===== src/rtl/nor2_bist_if.sv =====
// Signal bundle between the NOR2 BIST sequencer and its surroundings.
// The slave side is the BIST block; the master side is the wrapper that
// requests runs, reads results and carries the cell's Y response back.
interface nor2_bist_if;
    logic       START;
    logic       A;
    logic       B;
    logic       Y;
    logic       BUSY;
    logic       DONE;
    logic       FAIL;
    logic [1:0] ERR_VEC;
    logic [7:0] ERR_CNT;

    modport master (
        output START,
        output Y,
        input  A,
        input  B,
        input  BUSY,
        input  DONE,
        input  FAIL,
        input  ERR_VEC,
        input  ERR_CNT
    );

    modport slave (
        input  START,
        input  Y,
        output A,
        output B,
        output BUSY,
        output DONE,
        output FAIL,
        output ERR_VEC,
        output ERR_CNT
    );
endinterface


===== src/rtl/nor2_bist.sv =====
// Built-in self-test sequencer and response checker for a 2-input NOR cell.
// Drives {A,B} through 00,01,11,10 for PASSES sweeps, holds each vector for
// SETTLE_CYCLES+1 cycles and compares Y with ~(A|B) at the end of the hold.
// Optional build macro NOR2_BIST_STOP_ON_FAIL_EN: the first mismatch ends
// the run; otherwise every vector of every pass is applied and counted.
module nor2_bist #(
    parameter int unsigned SETTLE_CYCLES = 2,
    parameter int unsigned PASSES        = 1
) (
    input  logic        CLK,
    input  logic        RST,
    nor2_bist_if.slave  bus
);

    typedef enum logic [1:0] {
        IDLE = 2'd0,
        RUN  = 2'd1,
        FIN  = 2'd2
    } state_t;

    localparam logic [3:0] SETTLE_LAST = 4'(SETTLE_CYCLES);
    localparam logic [7:0] PASS_LAST   = 8'(PASSES - 1);

    state_t     state_q, state_d;
    logic [3:0] settle_q, settle_d;
    logic [1:0] idx_q, idx_d;
    logic [7:0] pass_q, pass_d;
    logic [1:0] ab_q, ab_d;
    logic       done_q, done_d;
    logic       fail_q, fail_d;
    logic [1:0] ev_q, ev_d;
    logic [7:0] ec_q, ec_d;

    logic       sample;
    logic       mismatch;
    logic       last_vec;
    logic       stop_run;
    logic [1:0] next_idx;

    // Vector index to {A,B} in Gray order: 0->00, 1->01, 2->11, 3->10.
    function automatic logic [1:0] gray(input logic [1:0] i);
        return {i[1], i[1] ^ i[0]};
    endfunction

    // State, counters and result registers; RST clears everything mid-run.
    always_ff @(posedge CLK) begin
        if (RST) begin
            state_q  <= IDLE;
            settle_q <= '0;
            idx_q    <= '0;
            pass_q   <= '0;
            ab_q     <= '0;
            done_q   <= 1'b0;
            fail_q   <= 1'b0;
            ev_q     <= '0;
            ec_q     <= '0;
        end else begin
            state_q  <= state_d;
            settle_q <= settle_d;
            idx_q    <= idx_d;
            pass_q   <= pass_d;
            ab_q     <= ab_d;
            done_q   <= done_d;
            fail_q   <= fail_d;
            ev_q     <= ev_d;
            ec_q     <= ec_d;
        end
    end

    // Next-state: sequence vectors, check Y at end of each hold, record errors.
    always_comb begin
        state_d  = state_q;
        settle_d = settle_q;
        idx_d    = idx_q;
        pass_d   = pass_q;
        ab_d     = ab_q;
        done_d   = done_q;
        fail_d   = fail_q;
        ev_d     = ev_q;
        ec_d     = ec_q;

        sample   = (state_q == RUN) && (settle_q == SETTLE_LAST);
        // X/Z on Y never equals the expected 0/1, so it counts as a mismatch.
        mismatch = sample && (bus.Y !== ~(ab_q[1] | ab_q[0]));
        last_vec = (idx_q == 2'd3) && (pass_q == PASS_LAST);
        next_idx = idx_q + 2'd1;
`ifdef NOR2_BIST_STOP_ON_FAIL_EN
        stop_run = mismatch;
`else
        stop_run = 1'b0;
`endif

        case (state_q)
            IDLE: begin
                if (bus.START) begin
                    state_d  = RUN;
                    settle_d = '0;
                    idx_d    = '0;
                    pass_d   = '0;
                    ab_d     = gray(2'd0);
                    done_d   = 1'b0;
                    fail_d   = 1'b0;
                    ev_d     = '0;
                    ec_d     = '0;
                end
            end
            RUN: begin
                if (mismatch) begin
                    if (ec_q != '1) begin
                        ec_d = ec_q + 8'd1;
                    end
                    if (!fail_q) begin
                        fail_d = 1'b1;
                        ev_d   = ab_q;
                    end
                end
                if (sample) begin
                    settle_d = '0;
                    if (last_vec || stop_run) begin
                        state_d = FIN;
                        ab_d    = '0;
                        done_d  = 1'b1;
                    end else begin
                        idx_d = next_idx;
                        ab_d  = gray(next_idx);
                        if (idx_q == 2'd3) begin
                            pass_d = pass_q + 8'd1;
                        end
                    end
                end else begin
                    settle_d = settle_q + 4'd1;
                end
            end
            FIN: begin
                state_d = IDLE;
            end
            default: begin
                state_d = IDLE;
            end
        endcase
    end

    assign bus.A       = ab_q[1];
    assign bus.B       = ab_q[0];
    assign bus.BUSY    = (state_q == RUN);
    assign bus.DONE    = done_q;
    assign bus.FAIL    = fail_q;
    assign bus.ERR_VEC = ev_q;
    assign bus.ERR_CNT = ec_q;

endmodule


===== src/flat_wrapper.sv =====
// flat-port wrapper written by rule: the top's interface ports become plain ports
module nor2_bist_flat 
#(
    parameter int unsigned SETTLE_CYCLES = 2,
    parameter int unsigned PASSES        = 1
)
  (CLK, RST, bus_START, bus_Y, bus_A, bus_B, bus_BUSY, bus_DONE, bus_FAIL, bus_ERR_VEC, bus_ERR_CNT);
  nor2_bist_if bus_i ();
  input  logic CLK;
  input  logic RST;
  input wire logic [$bits(bus_i.START)-1:0] bus_START;
  input wire logic [$bits(bus_i.Y)-1:0] bus_Y;
  output wire logic [$bits(bus_i.A)-1:0] bus_A;
  output wire logic [$bits(bus_i.B)-1:0] bus_B;
  output wire logic [$bits(bus_i.BUSY)-1:0] bus_BUSY;
  output wire logic [$bits(bus_i.DONE)-1:0] bus_DONE;
  output wire logic [$bits(bus_i.FAIL)-1:0] bus_FAIL;
  output wire logic [$bits(bus_i.ERR_VEC)-1:0] bus_ERR_VEC;
  output wire logic [$bits(bus_i.ERR_CNT)-1:0] bus_ERR_CNT;
  assign bus_i.START = bus_START;
  assign bus_i.Y = bus_Y;
  assign bus_A = bus_i.A;
  assign bus_B = bus_i.B;
  assign bus_BUSY = bus_i.BUSY;
  assign bus_DONE = bus_i.DONE;
  assign bus_FAIL = bus_i.FAIL;
  assign bus_ERR_VEC = bus_i.ERR_VEC;
  assign bus_ERR_CNT = bus_i.ERR_CNT;
  nor2_bist #(.SETTLE_CYCLES(SETTLE_CYCLES), .PASSES(PASSES)) u_core (.CLK(CLK), .RST(RST), .bus(bus_i));
endmodule

===== config.mk =====
export PLATFORM = sky130hd
export DESIGN_NAME = nor2_bist_flat
export DESIGN_NICKNAME = d
export VERILOG_FILES = /design/src/rtl/nor2_bist_if.sv /design/src/rtl/nor2_bist.sv /design/src/flat_wrapper.sv
export SDC_FILE = /design/constraint.sdc
export NUM_CORES = 1
export LEC_CHECK = 0
export BUFFER_PORTS_ARGS = -buffer_cell sky130_fd_sc_hd__buf_2
export CORE_MARGIN = 2
export CORE_UTILIZATION = 43
export DETAILED_ROUTE_END_ITERATION = 8
export PLACE_DENSITY_LB_ADDON = 0.05
export SLEW_MARGIN = 20
export SYNTH_ARGS = -nofsm -noshare
export SYNTH_HDL_FRONTEND = slang
export SYNTH_SLANG_ARGS = --single-unit

===== constraint.sdc =====
create_clock -name CLK -period 2 [get_ports CLK]
set_input_delay 0.5 -clock CLK [delete_from_list [all_inputs] [get_ports CLK]]
set_output_delay 0.5 -clock CLK [all_outputs]
set_load 0.03 [all_outputs]

# ---- After elaboration in Yosys (flattened, before gate mapping)
# Cells that the tools add are included.
dict set report word_totals {
  regBits 30
  inputBits 4
  out_inout_bits 15
}
dict set report classes {
  add_sub_neg 4
  eq_ne 13
  n_mux 31
  bitwise_logic 3
  n_reduce_logical 15
}
# op count
set ops {}
lappend ops {{$mux W8} 6}
lappend ops {{$pmux W8 S2} 2}
lappend ops {{$mux W2} 10}
lappend ops {{$add A8 B1 Y8 const B} 2}
lappend ops {{$pmux W2 S2} 4}
lappend ops {{$reduce_and A4 Y1} 4}
lappend ops {{$ne A2 B1 Y1 const B} 5}
lappend ops {{$reduce_and A3 Y1} 3}
lappend ops {{$logic_not A8 Y1} 1}
lappend ops {{$mux W4} 2}
lappend ops {{$ne A8 B8 Y1 const B} 1}
lappend ops {{$pmux W4 S2} 1}
lappend ops {{$ne A2 B2 Y1 const B} 3}
lappend ops {{$reduce_and A5 Y1} 1}
lappend ops {{$add A4 B1 Y4 const B} 1}
lappend ops {{$eq A4 B2 Y1 const B} 1}
lappend ops {{$mux W1} 4}
lappend ops {{$pmux W1 S2} 2}
lappend ops {{$logic_and A1 B1 Y1} 3}
lappend ops {{$add A2 B1 Y2 const B} 1}
lappend ops {{$eq A2 B1 Y1 const B} 1}
lappend ops {{$eq A2 B2 Y1 const B} 1}
lappend ops {{$logic_not A2 Y1} 1}
lappend ops {{$reduce_and A2 Y1} 1}
lappend ops {{5 further kinds} 5}

# ---- Depth between registers and ports, before layout
# Gate-level depths: netlist of the first run.
dict set report logic_depth {
  depth_word 6
  ltp_mapped 8
  ltp_nobuf 7
}

# ---- Least setup slack after synthesis of the first run
# OpenSTA, ideal clock, no wires.
dict set report synth_timing {
  kind {register to register}
  start {register u_core.ec_q[0] (netlist: u_core.bus.ERR_CNT[0])}
  end {register u_core.ec_q[5] (netlist: u_core.bus.ERR_CNT[5])}
  setup_time_ns 0.075
  arrival_ns 1.720
  slack_ns 0.205
  stages_incl_launch_ff 7
  synth_period_minus_slack_ns 1.795
  path_cell_list {dfxtp_1 > ha_1 > and4_1 > nand4_1 > nand2_1 > or4_1 > a31oi_1}
}
dict set report synth_between {
  elab_chain_len 4
  word_cells_on_any_way 7
}
# element line
set synth_lines {}
lappend synth_lines {{start, declared} nor2_bist.sv:32} ;# logic [7:0] ec_q, ec_d;
lappend synth_lines {{start signal, assigned} nor2_bist.sv:56} ;# ec_q <= '0;
lappend synth_lines {{start signal, assigned} nor2_bist.sv:66} ;# ec_q <= ec_d;
lappend synth_lines {{$add A8 B1 Y8} nor2_bist.sv:110} ;# ec_d = ec_q + 8'd1;
lappend synth_lines {{$mux W8} nor2_bist.sv:109} ;# if (ec_q != '1) begin
lappend synth_lines {{$mux W8} nor2_bist.sv:108} ;# if (mismatch) begin
lappend synth_lines {{$pmux W8 S2} nor2_bist.sv:93} ;# case (state_q)
# Parallel ways exist; a longest one is shown, timed or not. The select of a mux whose other input is x is not followed.
# A chain may end at the register's enable or synchronous reset.

# ---- Worst setup path after layout of the first run
dict set report layout_timing {
  start {register u_core.settle_q[0]}
  end {register u_core.ec_q[7] (netlist: u_core.bus.ERR_CNT[7])}
}
dict set report layout_between {
  elab_chain_len 5
}
# element line
set layout_lines {}
lappend layout_lines {{start, declared} nor2_bist.sv:25} ;# logic [3:0] settle_q, settle_d;
lappend layout_lines {{start signal, assigned} nor2_bist.sv:59} ;# settle_q <= settle_d;
lappend layout_lines {{$eq A4 B2 Y1} nor2_bist.sv:82} ;# sample = (state_q == RUN) && (settle_q == SETTLE_LAST);
lappend layout_lines {{$logic_and A1 B1 Y1} nor2_bist.sv:82}
lappend layout_lines {{$logic_and A1 B1 Y1} nor2_bist.sv:84} ;# mismatch = sample && (bus.Y !== ~(ab_q[1] | ab_q[0]));
lappend layout_lines {{$ne A2 B1 Y1 (no source line)} --}
lappend layout_lines {{$reduce_and A4 Y1 (no source line)} --}
# No other way between the ends.

==> impl_metrics.toml, run 1 <==
[clocking]
cts_buffers = 5
clk_transition_reported_paths_ns = 0.11
clock_tree.htree_level_count = 2
cts.root.buffer_cell = "sky130_fd_sc_hd__clkbuf_4"
cts.sink_count = 30
clock_insertion_delay_worst_skew_ns = 0.34
cts_tree = "built"
max-clock-path-buffers = 2

[sta]
actual_transition_at_the_worst_max_transition_pin_ns = 0.523
finalHoldViolations = 0
worst_hold_margin_ns = 0.477
final_max_slew_viol_count = 0
slew-limit-headroom_pct = 65.1
final.setup_skew_ns = 0.0154
fin_crit_ns = 1.85
timing.fmax_mhz = 542
layout_worst_path_cycle_share_pct = 92.3
fin_setup_tns_ns = 0
finalSetupViolCount = 0
rsz_0062_raised_after_global_routing = "no"

[critical_path]
critPathKind = "register to register"
worstSetupEndpointType = "register"
critical_path_buf_inv_count = 1
arrival_ns = 2.14
worstSetupStartpointType = "register"
timing.critical_path.max_delay_family = "simple AND/OR/NAND/NOR gates"
crit_path_cell_chain = "inv_1 -> ha_1 -> nor3b_2 -> o21ai_2 -> or4_1 -> a211o_1 -> nand2_1"
startpoint = "u_core.settle_q[0]"
worst_ep_required_time_ns = 2.29
crit_path_max_incr_delay_ns = 0.51
largest_fanout_of_any_net_on_the_critical_path = 6
worst_path_max_delay_cell = "sky130_fd_sc_hd__or4_1"
rr_startpoint = "u_core.settle_q[0]"

[detailed_routing]
drt_pass1_iterations = 4
wire_per_inst_um = 14.3
drt_iter0_markers = 58
detail_route.vias_per_cell = 5.66
totalWireLength_um = 3650
final_antenna_net_count = 0
dr_total_vias = 1450
post-route-drc-count = 0

[logic_synthesis]
post_synth_main_area_contributors = "sky130_fd_sc_hd__dfxtp_1 (38%), sky130_fd_sc_hd__a21oi_1 (6.0%), sky130_fd_sc_hd__ha_1 (4.8%), sky130_fd_sc_hd__nor2_1 (4.1%), sky130_fd_sc_hd__nand2_1 (3.6%)"
post_synth_inst_count = 185
synth.distinct_cells = 52
synth_most_common_cell = "sky130_fd_sc_hd__dfxtp_1"
yosys_register_bits = 30
post_synth_edffs = 0
seq_area_frac_synth_pct = 38.2
dominantRegCellSynth = "sky130_fd_sc_hd__dfxtp_1"
ys_async_sr_fraction_pct = 0
synth_top_cells_by_count = "sky130_fd_sc_hd__dfxtp_1 (30), sky130_fd_sc_hd__a21oi_1 (19), sky130_fd_sc_hd__nor2_1 (17)"
synth_nets = 195
syn_area_per_cell_um2 = 8.51
synth.largest_area_cell = "sky130_fd_sc_hd__dfxtp_1"
synthesis.yosys.warnings = 0
synthesis.area_mm2 = 0.00157
area_share_of_the_largest_cell_type_after_synthesis_pct = 38.2

[power_and_ir_drop]
p_sw_share_pct = 28.3
share_comb_of_total_power_pct = 11.2
powerDensity_mw_per_mm2 = 634
seq_power_share_pct = 54.0
peakVddDrop_mv = 0.344
power_switching_uw = 323
clkPwrFrac_pct = 34.8
cell_internal_pwr_uw = 818
leakagePower_nw = 0.700

[min_path]
timing.hold.worst.class = "register to register"
timing.hold.worst.start = "u_core.idx_q[1]"

[place]
quantity_of_i_o_buffers_inserted_on_ports = 18
globalplace.congestion = 0.817
dp_hpwl_um = 2560

[die]
fp.dieW_um = 64.5
row_count = 21
die_height_um = 64.5
floorplan.initialDensity_pct = 46.1
die_area_mm2 = 0.00416
fp.coreArea_mm2 = 0.00342
floorplan.io_pins = 19

[grt]
antenna_violations_before_repair = 0
grt_start_max_net_pins = 29
grt_overflow_total = 0
grt_pass1_wl_um = 6060
globalRouteTotalUtil_pct = 19.0
grt_pass1_vias = 1279

[flow_run]
cap_viol_max_count = 0

[layout]
final_core_util_pct = 52.7
antennaDiodeCount = 0
final_nets = 219
share_of_layout_cells_above_drive_strength_1_pct = 23.3
area_growth_pct = 14.3

[run_status]
run_status = "finished, final reports clean"
-- cell usage in the layout, fill, tap and decap left out, types with 5 or more instances in the layout --
cell type and count:
sky130_fd_sc_hd__ha_1 6, sky130_fd_sc_hd__buf_4 6, sky130_fd_sc_hd__clkbuf_4 5, sky130_fd_sc_hd__dfxtp_1 30, sky130_fd_sc_hd__and3_1 6, sky130_fd_sc_hd__o21ai_0 8
sky130_fd_sc_hd__buf_2 18, sky130_fd_sc_hd__nand2_1 15, sky130_fd_sc_hd__nor2_1 17, sky130_fd_sc_hd__nor3_1 5, sky130_fd_sc_hd__a21oi_1 18, sky130_fd_sc_hd__nand3_1 10
-- flip-flops by register name (all words and copies together), names as in the netlist --
name	count
u_core.bus.ERR_CNT	8
u_core.bus.ERR_VEC	2
u_core.pass_q	8
u_core.bus.FAIL	1
u_core.idx_q	2
u_core.state_q	2
u_core.ab_q	2
u_core.settle_q	4
u_core.bus.DONE	1
-- worst min-delay path: stages (launching register included) --
cell and delay, ns:
sky130_fd_sc_hd__dfxtp_1 0.33, sky130_fd_sc_hd__nand2_1 0.05, sky130_fd_sc_hd__a21oi_1 0.06
-- stage by stage --
stage          area, µm²  worst slack, ns  power [mW]  instances
2_1_floorplan       1570            0.205       0.717        185
3_3_place_gp        1710            0.197       0.751        246
3_5_place_dp        1710            0.144       0.753        246
4_1_cts             1780           0.0467        1.15        254
5_1_grt             1800           0.0221        1.20        256
6_report            1800            0.155        1.14        256
-- layer usage --
metal | track usage (%) | part of all wire, %
met5 | 0 | 0
met4 | 6.38 | 1.7
met1 | 25.0 | 47
met2 | 29.9 | 45
met3 | 5.56 | 6.0
-- power by group through the flow --
stage / clock [mW] / combinational, mW / sequential (mW)
2_1_floorplan: 0 / 0.0855 / 0.632
3_3_place_gp: 0 / 0.123 / 0.628
3_5_place_dp: 0 / 0.124 / 0.629
4_1_cts: 0.408 / 0.125 / 0.616
5_1_grt: 0.442 / 0.141 / 0.618
6_report: 0.397 / 0.128 / 0.616
-- cells by family after synthesis --
group,count (synthesis),share of synthesized area [%]
xor gates and xnor gates,3,1.67
muxes,2,1.27
DFF,30,38.2
buffers and inverters,12,3.66
and+or+nand+nor,78,27.9
AOI/OAI and AO/OA,54,22.6
adders and majority gates,6,4.77
-- cell type report --
| cell class | instances | area (µm²) |
|---|---|---|
| timing repair buffer | 24 | 135 |
| clock inverter | 2 | 12.5 |
| fill | 351 | 1620 |
| multi-input combinational | 143 | 923 |
| sequential | 30 | 601 |
| tap | 46 | 57.6 |
| clock buffer | 6 | 51.3 |
| inverter | 5 | 18.8 |
-- what timing repair did --
item,CTS,global route
gates resized for setup,0,3
setup buffers,0,2
hold buffers,0,0
setup endpoints to repair,0,7
hold endpoints to repair,0,0
-- path summary, 6_finish.rpt --
path | end | cells after the start | slack, ns
hold / removal | u_core.idx_q[1] | 2 | 0.48
setup reg to reg | u_core.bus.ERR_CNT[7] | 7 | 0.15
setup / recovery | u_core.bus.ERR_CNT[7] | 7 | 0.15
hold reg to reg | u_core.idx_q[1] | 2 | 0.48
Power figures use the tool's default switching activity.
==> run 2, diff against run 1 <==
- CELL_PAD_IN_SITES_DETAIL_PLACEMENT: not set -> 1
- CELL_PAD_IN_SITES_GLOBAL_PLACEMENT: not set -> 2
- CORE_UTILIZATION: 43 -> 34
- GPL_TIMING_DRIVEN: not set -> 0
==> impl_metrics.toml, run 2 (synthesized netlist as in run 1, its figures left out) <==
[layout]
share_of_layout_cells_above_drive_strength_1_pct = 24.2
final_common_cell = "sky130_fd_sc_hd__dfxtp_1"
final_nets = 220
antennaDiodeCount = 0
finish.instance_area_mm2 = 0.00187
area_growth_pct = 18.6
final_cell_count_no_fill = 263
n_fill_cell = 541
most-common-layout-cells = "sky130_fd_sc_hd__dfxtp_1 (27), sky130_fd_sc_hd__a21oi_1 (18), sky130_fd_sc_hd__nor2_1 (17), sky130_fd_sc_hd__buf_2 (16), sky130_fd_sc_hd__nand2_1 (14)"

[critical_path]
critPathKind = "register to primary output"
worstSetupEndpointType = "primary output"
largest_fanout_of_any_net_on_the_critical_path = 10
reg2reg_slack_ns = 0.11
worstSetupStartpointType = "register"
arrival_ns = 1.42
worst_ep_required_time_ns = 1.50

[clocking]
clk_transition_reported_paths_ns = 0.06
cts.root.buffer_cell = "sky130_fd_sc_hd__clkbuf_8"
cts_tree = "built"
max-clock-path-buffers = 2
clock_tree.htree_level_count = 2
cts.sink_count = 30
cts_buffers = 5
cts-hold-fix-buffers = 0
clock_insertion_delay_worst_skew_ns = 0.28

[die]
die_area_mm2 = 0.00519
fp.dieW_um = 72.0
floorplan.initialDensity_pct = 35.7
row_count = 24
fp.coreArea_mm2 = 0.00441
die_height_um = 72.0
floorplan.io_pins = 19

[power_and_ir_drop]
peakVddDrop_mv = 0.322
total_power_mw = 1.27
powerDensity_mw_per_mm2 = 680
leakagePower_nw = 0.711

[sta]
finalWorstSetupSlack_ns = 0.0792
slew-limit-headroom_pct = 58.1
final.setup_skew_ns = 0.00776
fin_crit_ns = 1.92
actual_transition_at_the_worst_max_transition_pin_ns = 0.629
worst_hold_margin_ns = 0.478
finalSetupViolCount = 0
timing.fmax_mhz = 521
finalHoldViolations = 0
layout_worst_path_cycle_share_pct = 96.0
final_max_slew_viol_count = 0

[grt]
grt_pass1_wl_um = 7890
grt_pass1_vias = 1663
antenna_violations_before_repair = 0
grt_overflow_total = 0
globalRouteTotalUtil_pct = 19.5
grt_start_max_net_pins = 11

[place]
globalplace.congestion = 0.830
dp_hpwl_um = 3310
dp_worst_slack_ns = -0.115
place_area_mm2 = 0.00172
inst_count_dp = 254
quantity_of_i_o_buffers_inserted_on_ports = 17

[detailed_routing]
wl_met2_um = 2260
route.met3.wl_um = 123
totalWireLength_um = 4560
detail_route.vias_per_cell = 5.71
post-route-drc-count = 0
drt_pass1_iterations = 4
wire_per_inst_um = 17.4
final_antenna_net_count = 0
top_layer_used = "met4"
dr_total_vias = 1501
met1Wirelength_um = 2140
drt_iter0_markers = 45

[flow_run]
cap_viol_max_count = 0

[min_path]
timing.hold.worst.class = "register to register"

[run_status]
run_status = "finished, final reports clean"
## run 2: cell count changes in the layout (fill, tap and decap cells not counted), sizes merged
cell      before  now
buf           24   21
clkbuf         6   11
clkinvlp       1    0
## run 2: final timing paths
kind                                    startpoint                to  cells after the start
worst max-delay path             u_core.state_q[1]          bus_BUSY                      5
worst min-delay path               u_core.idx_q[1]   u_core.idx_q[1]                      2
worst max register to register  u_core.settle_q[0]  u_core.pass_q[7]                      8
worst min register to register     u_core.idx_q[1]   u_core.idx_q[1]                      2
## run 2: per-layer routing
layer | GRT usage [%] | vias to the layer above
met3 | 4.58 | 4
met1 | 24.1 | 741
met5 | 0 | -
li1 | - | 733
met4 | 7.13 | 0
met2 | 33.1 | 23
## run 2: area by class of cell
type / instances / area (µm²) / area share (%)
Multi-Input combinational cell: 143 / 933 / 50.0
Sequential cell: 30 / 604 / 32.4
Timing Repair Buffer: 18 / 95.1 / 5.09
Clock buffer: 7 / 86.3 / 4.62
Tap cell: 52 / 65.1 / 3.49
Buffer: 7 / 56.3 / 3.02
Inverter: 5 / 21.3 / 1.14
Clock inverter: 1 / 5.00 / 0.268
## run 2: repair_timing
item	4_1_cts	5_1_grt
pin swaps	0	3
endpoints found under the setup margin	1	11
buffers inserted	0	1
resized for setup	5	12
## run 2: worst max-delay path, stage by stage, from the launching register on
cell	delay (ns)
sky130_fd_sc_hd__dfxtp_1	0.34
sky130_fd_sc_hd__nand2b_1	0.14
sky130_fd_sc_hd__buf_4	0.19
sky130_fd_sc_hd__inv_4	0.12
sky130_fd_sc_hd__buf_8	0.15
sky130_fd_sc_hd__clkbuf_4	0.19
## run 2: where the power goes
part,total [mW],internal [mW],switching (mW)
sequential,0.618,0.607,0.0108
combinational,0.139,0.0464,0.0925
clock,0.513,0.277,0.235
## run 2: per-stage QoR
stage	setup TNS [ns]	util [%]
6_report	0	42.3
5_1_grt	-0.00192	42.3
4_1_cts	0	41.5
3_5_place_dp	-0.515	39.1
3_3_place_gp	-0.160	39.1
2_1_floorplan	0	-
